File: config.mk
export PLATFORM = sky130hd
export DESIGN_NAME = pbch_dmrs_ibar_detector
export DESIGN_NICKNAME = d
export VERILOG_FILES = /design/src/rtl/pbch_dmrs_ibar_detector.sv
export SDC_FILE = /design/constraint.sdc
export NUM_CORES = 1
export LEC_CHECK = 0
export BUFFER_PORTS_ARGS = -buffer_cell sky130_fd_sc_hd__buf_4
export CAP_MARGIN = 20
export CORE_MARGIN = 4
export CORE_UTILIZATION = 45
export CTS_CLUSTER_SIZE = 20
export DETAILED_ROUTE_END_ITERATION = 10
export MAX_ROUTING_LAYER = met4
export PLACE_DENSITY = 0.64
export RECOVER_POWER = 100
export SLEW_MARGIN = 10
export SYNTH_ARGS = -nofsm -noshare
export SYNTH_HDL_FRONTEND = slang
export SYNTH_SLANG_ARGS = --single-unit
File: constraint.sdc
create_clock -name clk_i -period 4.75 [get_ports clk_i]
set_input_delay 0.475 -clock clk_i [delete_from_list [all_inputs] [get_ports clk_i]]
set_output_delay 0.475 -clock clk_i [all_outputs]
set_load 0.01 [all_outputs]
File: src/rtl/pbch_dmrs_ibar_detector.sv
// Blind PBCH DMRS SSB-index detector: collects DMRS sign bits of one SSB and
// scores all 8 Gold-sequence hypotheses, reporting the best ibar_SSB.
module pbch_dmrs_ibar_detector #(
    parameter int IN_DW   = 32,
    parameter int GOLD_NC = 1600
) (
    input  logic             clk_i,
    input  logic             reset_ni,
    input  logic [9:0]       N_id_i,
    input  logic             N_id_valid_i,
    input  logic [IN_DW-1:0] s_axis_in_tdata,
    input  logic             s_axis_in_tvalid,
    output logic [2:0]       m_axis_out_tdata,
    output logic             m_axis_out_tvalid,
    output logic [8:0]       score_o,
    output logic             busy_o
);

    // state   | meaning
    // IDLE    | wait for N_id strobe
    // COLLECT | count 720 PBCH REs, keep DMRS sign bits
    // INIT    | load Gold registers for hypothesis ibar
    // WARMUP  | clock Gold registers GOLD_NC times
    // CORR    | compare 288 Gold bits against stored signs
    // COMPARE | keep best hypothesis, advance ibar
    // DONE    | publish result
    typedef enum logic [2:0] {
        S_IDLE, S_COLLECT, S_INIT, S_WARMUP, S_CORR, S_COMPARE, S_DONE
    } state_t;

    localparam int TMAX = (GOLD_NC > 288) ? GOLD_NC : 288;
    localparam int TW   = $clog2(TMAX + 1);

    state_t         state_q, state_d;
    logic [9:0]     nid_q;
    logic [1:0]     v_q;
    logic [1:0]     sym_q;
    logic [7:0]     sc_q;
    logic [287:0]   bits_q;
    logic [2:0]     ibar_q;
    logic [TW-1:0]  tmr_q;
    logic [30:0]    x1_q, x2_q;
    logic [8:0]     match_q, best_q;
    logic [2:0]     best_ibar_q;
    logic [2:0]     tdata_q;
    logic [8:0]     score_q;
    logic           tvalid_q;

    logic           re_acc, last_re, is_dmrs, tmr_tc, c_bit;
    logic           re_sign, im_sign;
    logic [12:0]    hyp_w, nid_w, prod_w;
    logic [30:0]    cinit_w;

    assign re_acc  = (state_q == S_COLLECT) && s_axis_in_tvalid;
    assign last_re = re_acc && (sym_q == 2'd2) && (sc_q == 8'd239);
    assign is_dmrs = (sc_q[1:0] == v_q) &&
                     ((sym_q != 2'd1) || (sc_q < 8'd48) || (sc_q >= 8'd192));
    assign tmr_tc  = (tmr_q == '0);
    assign c_bit   = x1_q[0] ^ x2_q[0];
    assign re_sign = s_axis_in_tdata[IN_DW/2-1];
    assign im_sign = s_axis_in_tdata[IN_DW-1];

    // (ibar+1)*(N_id/4+1) <= 2016, so the shifted product stays in 22 bits
    assign hyp_w   = {10'd0, ibar_q} + 13'd1;
    assign nid_w   = {5'd0, nid_q[9:2]} + 13'd1;
    assign prod_w  = hyp_w * nid_w;
    assign cinit_w = {9'd0, prod_w[10:0], 11'd0} + {21'd0, hyp_w[3:0], 6'd0}
                   + {29'd0, v_q};

    always_ff @(posedge clk_i or negedge reset_ni) begin
        if (!reset_ni) state_q <= S_IDLE;
        else           state_q <= state_d;
    end

    always_comb begin
        state_d = state_q;
        case (state_q)
            S_IDLE:    if (N_id_valid_i) state_d = S_COLLECT;
            S_COLLECT: if (last_re) state_d = S_INIT;
            S_INIT:    state_d = S_WARMUP;
            S_WARMUP:  if (tmr_tc) state_d = S_CORR;
            S_CORR:    if (tmr_tc) state_d = S_COMPARE;
            S_COMPARE: state_d = (ibar_q == 3'd7) ? S_DONE : S_INIT;
            S_DONE:    state_d = S_IDLE;
            default:   state_d = S_IDLE;
        endcase
    end

    always_comb begin
        busy_o = (state_q != S_IDLE);
    end

    always_ff @(posedge clk_i or negedge reset_ni) begin
        if (!reset_ni) begin
            nid_q       <= '0;
            v_q         <= '0;
            sym_q       <= '0;
            sc_q        <= '0;
            bits_q      <= '0;
            ibar_q      <= '0;
            tmr_q       <= '0;
            x1_q        <= '0;
            x2_q        <= '0;
            match_q     <= '0;
            best_q      <= '0;
            best_ibar_q <= '0;
            tdata_q     <= '0;
            score_q     <= '0;
            tvalid_q    <= 1'b0;
        end else begin
            tvalid_q <= (state_q == S_DONE);
            case (state_q)
                S_IDLE: begin
                    if (N_id_valid_i) begin
                        nid_q <= N_id_i;
                        v_q   <= N_id_i[1:0];
                        sym_q <= '0;
                        sc_q  <= '0;
                    end
                end
                S_COLLECT: begin
                    if (re_acc) begin
                        if (sc_q == 8'd239) begin
                            sc_q  <= '0;
                            sym_q <= sym_q + 2'd1;
                        end else begin
                            sc_q <= sc_q + 8'd1;
                        end
                        // shifting in from the top leaves DMRS RE m at bits [2m+1:2m]
                        if (is_dmrs) bits_q <= {im_sign, re_sign, bits_q[287:2]};
                        if (last_re) ibar_q <= '0;
                    end
                end
                S_INIT: begin
                    x1_q    <= 31'd1;
                    x2_q    <= cinit_w;
                    match_q <= '0;
                    tmr_q   <= TW'(GOLD_NC - 1);
                end
                S_WARMUP: begin
                    x1_q  <= {x1_q[3] ^ x1_q[0], x1_q[30:1]};
                    x2_q  <= {x2_q[3] ^ x2_q[2] ^ x2_q[1] ^ x2_q[0], x2_q[30:1]};
                    tmr_q <= tmr_tc ? TW'(287) : tmr_q - 1'b1;
                end
                S_CORR: begin
                    x1_q   <= {x1_q[3] ^ x1_q[0], x1_q[30:1]};
                    x2_q   <= {x2_q[3] ^ x2_q[2] ^ x2_q[1] ^ x2_q[0], x2_q[30:1]};
                    // full rotation restores the store for the next hypothesis
                    bits_q <= {bits_q[0], bits_q[287:1]};
                    if (c_bit == bits_q[0]) match_q <= match_q + 9'd1;
                    tmr_q  <= tmr_q - 1'b1;
                end
                S_COMPARE: begin
                    if ((match_q > best_q) || (ibar_q == 3'd0)) begin
                        best_q      <= match_q;
                        best_ibar_q <= ibar_q;
                    end
                    ibar_q <= ibar_q + 3'd1;
                end
                S_DONE: begin
                    tdata_q <= best_ibar_q;
                    score_q <= best_q;
                end
                default: ;
            endcase
        end
    end

    assign m_axis_out_tdata  = tdata_q;
    assign m_axis_out_tvalid = tvalid_q;
    assign score_o           = score_q;

endmodule

* After elaboration in Yosys (flattened, before gate mapping)
Cells that the tools add are included.
Widths: inputs -> output; s select.
** Storage, ports and cells
- Bits in registers :: 423
- Latch bits :: 0
- RAM bits :: 0
- Bits in read-only memories :: 0
- Bits of input ports :: 46
- Output and inout bits :: 14
- Word-level logic and storage cells :: 106
- Memories :: 0
** Operators by class
- Add/subtract/negate cells :: 9
- Multiply operators :: 1
- Divide/modulo/power cells :: 0
- Order comparisons :: 3
- Equal/unequal tests :: 20
- Shift-type cells :: 0
- Multiplexer cells :: 26
- Bitwise operators :: 5
- Reduce and logical (&&, ||, !) cells :: 26
** Operator list (count)
- $mux 288 :: 2
- $pmux 288 s2 :: 1
- $pmux 31 s2 :: 2
- $pmux 11 s3 :: 1
- $add 23x2->24 :: 1
- $mux 8 :: 3
- $add 22x10->23 :: 1
- $mux 3 :: 7
- $pmux 3 s6 :: 1
- $pmux 9 s2 :: 1
- $pmux 8 s2 :: 1
- $ne 2x2->1 const B :: 7
- $eq 3x3->1 const B :: 4
- $logic_not 11->1 :: 1
- $mul 4x9->11 :: 1
- $mux 11 :: 1
- $sub 11x1->11 const B :: 1
- $reduce_bool 2->1 :: 5
- $add 8x1->9 const B :: 1
- $add 9x1->9 const B :: 1
- $gt 9x9->1 :: 1
- $mux 9 :: 1
- $reduce_and 3->1 :: 3
- $add 8x1->8 const B :: 1
- 23 further kinds :: 41

* Depth between registers and ports, before layout
- Depth after elaboration :: 7
- Gate-level depth with buffers :: 16
- Depth with buffers taken out :: 15

* Least setup slack after synthesis
OpenSTA, ideal clock, no wires.
- Kind :: reg-to-reg
- From :: register ibar_q[0]
- To :: register x2_q[21]
- Setup time :: 77 ps
- Arrival time :: 3849 ps
- Required time :: 4673 ps
- Slack :: 825 ps
- Stages on the path, launching flop included :: 17
- Path buffers :: 1
- Clock period less this slack :: 3925 ps
- Cell sequence :: dfrtp_1 > clkbuf_1 > inv_1 > ha_1 > clkinv_1 > nor2_1 > fa_1 > inv_1 > fa_1 > inv_1 > ha_1 > nor2b_1 > o31a_1 > or4_1 > a21oi_1 > xnor3_1 > o21ai_1
** On the way
- Longest elaborated chain between the ends :: 5
** Ends and longest elaborated chain
- start: declaration :: RTL line 40 : logic [2:0] ibar_q;
- start signal: assignment :: RTL line 158 : ibar_q <= ibar_q + 3'd1;
- $add 3x1->4 * :: RTL line 64 : assign hyp_w = {10'd0, ibar_q} + 13'd1;
- $mul 4x9->11 :: RTL line 66 : assign prod_w = hyp_w * nid_w;
- $add 22x10->23 * :: RTL line 67 : assign cinit_w = {9'd0, prod_w[10:0], 11'd0} + {21'd0, hyp_w[3:0], 6'd0}
- $add 23x2->24 * :: RTL line 68 : + {29'd0, v_q};
- $pmux 31 s2 * :: RTL line 112 : case (state_q)
- end signal: assignment :: RTL line 136 : x2_q <= cinit_w;
- end signal: assignment :: RTL line 142 : x2_q <= {x2_q[3] ^ x2_q[2] ^ x2_q[1] ^ x2_q[0], x2_q[30:1]};
- end signal: assignment :: RTL line 147 : x2_q <= {x2_q[3] ^ x2_q[2] ^ x2_q[1] ^ x2_q[0], x2_q[30:1]};
- end: declaration :: RTL line 42 : logic [30:0] x1_q, x2_q;
Every way passes the cells marked *; elsewhere a longest branch is shown, timed or not.
A chain may end at the register's enable or synchronous reset.

* Final worst setup path
- From :: register nid_q[2]
- To :: register x2_q[21]
** On the way
- Longest elaborated chain between the ends :: 5
** Ends and longest elaborated chain
- start: declaration :: RTL line 35 : logic [9:0] nid_q;
- start signal: assignment :: RTL line 115 : nid_q <= N_id_i;
- $add 8x1->9 :: RTL line 65 : assign nid_w = {5'd0, nid_q[9:2]} + 13'd1;
- $mul 4x9->11 :: RTL line 66
- $add 22x10->23 :: RTL line 67
- $add 23x2->24 :: RTL line 68
- $pmux 31 s2 :: RTL line 112
Every way passes these cells.

==> flow_metrics.py <==
metrics = {
    "clock_tree": {
        "h-tree-depth": 2,
        "holdBufCountCts": 0,
        "clock_latency_ns": 0.57,
        "cts_tree": "yes",
        "cts_setup_buffers": 0,
        "clk_pin_slew_ns": 0.06,
        "root_buffer": "clkbuf_16",
        "clk_path_buf_depth": 3,
        "clock-sinks": 421,
        "numCtsBuffers": 46,
        "cts.repair.resized": 0,
    },
    "power": {
        "max-vdd-ir-drop_v": 0.000349,
        "cellPowerDensity_nw_per_um2": 354,
        "p_leak_nw": 10.2,
    },
    "grt": {
        "grt_busiest_layer": "met2",
        "grt_pass1_wl_um": 67200,
        "grt_util_met1_pct": 22.5,
        "gr-usage-met3_pct": 2.57,
        "grt_max_degree": 215,
        "met2_usage_pct": 26.8,
        "track_usage_pct": 16.8,
        "grt_pass1_vias": 14400,
        "antenna_found_initial": 0,
        "grt_overflow": 0,
    },
    "logic_synthesis": {
        "synth_ff_type": "dfrtp_1",
        "synth_seq_cells": 421,
        "synth-edff-count": 0,
        "avgSynthCellArea_um2": 8.54,
        "yosysTopAreaCellShare_pct": 52.9,
        "synth_area_leaders": "dfrtp_1, nand2_1, a31oi_1",
        "ys_types": 56,
        "ys_seq_area_share_pct": 52.9,
        "syn_nets": 2422,
        "syn_inst": 2332,
        "synth_area_um2": 19900,
        "yosysTopAreaCell": "dfrtp_1",
        "ys_warn_count": 0,
        "ys_async_sr_fraction_pct": 100,
    },
    "route": {
        "vias": 15300,
        "drt-total-wl_um": 38200,
        "vias_per_cell": 5.29,
        "drc": 0,
        "drt-pass1-iter-count": 9,
        "wl_per_cell_um": 13.2,
        "final_antenna_net_count": 0,
        "first_iter_violations": 1348,
    },
    "layout": {
        "multi_input_area_um2": 8510,
        "final_common_cell": "nand2_1",
        "fin_nets": 2368,
        "drive_above_1_share_pct": 6.23,
        "regArea_um2": 10500,
        "final_cell_mix": "nand2_1, dfrtp_1, nor2_1, a31oi_1, nand3_1",
        "syn_to_final_growth_pct": 10.1,
        "antenna_cells": 0,
        "fill_cells": 4092,
        "final_area_um2": 21900,
    },
    "sta": {
        "finalSetupTns_ns": 0,
        "min_period_ns": 4.12,
        "max_freq_mhz": 243,
        "rsz0062_at_grt": "false",
        "report.final.hold_viol_count": 0,
        "tightest_slew_ns": 3.08,
        "setup_violations": 0,
        "post-route-period-util_pct": 86.7,
        "slew_viol_final": 450,
        "slew_headroom_pct": -105,
        "skew_ns": 0.00912,
    },
    "placement": {
        "io_buffers": 29,
        "hpwl_um": 22400,
        "gp_congestion": 0.798,
        "dpl_cell_area_um2": 20600,
    },
    "floorplan": {
        "die_area_um2": 47700,
        "die_width_um": 218,
        "std_cell_rows": 76,
        "core_um2": 43500,
        "die_height_um": 218,
        "ios": 60,
        "start_util_pct": 45.8,
    },
    "setup_path": {
        "slowest_stage": "fa_1",
        "cp_num_buf_inv": 2,
        "crit_chain": "ha_1, xnor2_1, nor2_1, fa_1, inv_1, fa_1, inv_1, ha_1, nor2b_1, o31a_1, or4_1, a21oi_1, xnor3_1, o21ai_0",
        "r2r_start": "nid_q[2]",
        "cp.required_ns": 5.23,
        "r2r_end": "x2_q[21]",
        "ff2ff_path_depth": 14,
        "crit_type": "flip-flop to flip-flop",
        "cp.arrival_ns": 4.60,
        "cp-end-kind": "flip-flop",
        "r2r_slack_ns": 0.63,
        "cp_top_family": "adder cells",
        "worst_path_largest_cell_delay_ns": 0.52,
        "crit_path_start_kind": "flip-flop",
        "path_max_fanout": 9,
    },
    "status": {
        "violations": "capacitance limit, slew limit",
        "status": "complete, but fails checks",
    },
    "min_path": {
        "min_path_type": "input port to flip-flop",
        "hold_depth": 2,
        "hold_end": "nid_q[4]",
        "hold_start": "N_id_i[4]",
    },
    "job": {
        "max_cap_viol_count": 4,
    },
}
kinds of logic (layout without fill, tap and decap cells):
logic type      after synthesis  count (layout)  share of synthesized area [%]
simple gates               1212            1212                           24.2
flops                       421             421                           52.9
xor+xnor                     33              33                           1.59
compound gates              385             385                           12.0
buf+inv                     207             188                           4.37
fa+ha+maj                    44              44                           3.29
mux                          30              30                           1.66
synthesized netlist by cell type, types with 2 or more instances:
library cell	n
nor2_1	353
o221ai_1	2
clkinv_1	2
clkbuf_1	78
o21ai_0	38
a22oi_1	4
dfrtp_1	421
a21oi_1	27
xnor3_1	2
nand3b_1	2
or3_1	4
buf_2	69
a211o_1	2
xor2_1	17
or4_1	2
a31oi_1	295
inv_1	47
mux2i_1	5
nor2b_1	9
nand3_1	62
fa_1	14
nand2b_1	8
o21a_1	3
ha_1	30
buf_4	2
buf_1	8
mux2_2	25
xnor2_1	14
nand2_1	723
and3_1	5
nor3_1	13
nand4_1	8
or2_2	7
nor4_1	7
a21o_1	3
layout make-up:
type	count	share of cell area, %
clock buffers	76	6.51
well taps	585	3.34
clock inverters	7	0.285
repair buffers	55	2.09
inverters	50	0.856
multi-input cells	1704	38.8
flip-flops and latches	421	48.1
stage by stage:
step                hold WS (ns)  cells  utilization (%)  power, mW  worst slack, ns
finish                     0.145   2898             50.4       7.77            0.634
global route               0.126   2898             50.4       8.12            0.237
CTS                       0.0143   2898             50.8       7.90            0.672
global placement           0.444   2815             47.4       4.30            0.707
detailed placement         0.455   2815             47.4       4.33            0.691
floorplan                  0.179   2332                -       4.15            0.825
worst max path at each step:
stage	endpoint	start	cells after the start	slack, ns
after floorplan	x2_q[21]	ibar_q[0]	16	0.82
after global routing	bits_q[266]	state_q[2]	5	0.24
after global placement	x2_q[21]	ibar_q[1]	15	0.71
final	x2_q[21]	nid_q[2]	14	0.63
after CTS	x2_q[21]	ibar_q[1]	15	0.67
after detailed placement	x2_q[21]	ibar_q[1]	15	0.69
sequential cells by signal, summed over array words and instances (netlist names), 3 cells and up:
register	count
bits_q	288
x1_q	31
x2_q	31
tmr_q	11
nid_q	10
best_q	9
match_q	9
score_o	9
sc_q	8
best_ibar_q	3
ibar_q	3
m_axis_out_tdata	3
state_q	3
power by group:
group / total (mW) / switching [mW] / internal, mW
Combinational: 0.370 / 0.212 / 0.158
Sequential: 3.88 / 0.141 / 3.74
Clock: 3.51 / 1.42 / 2.10
routing by layer:
metal | part of all wire (%) | wire length, um
met5 | 0 | 0
met4 | 2.0 | 753
met3 | 3.4 | 1320
met2 | 46 | 17600
met1 | 49 | 18600
Power figures use the tool's default switching activity.
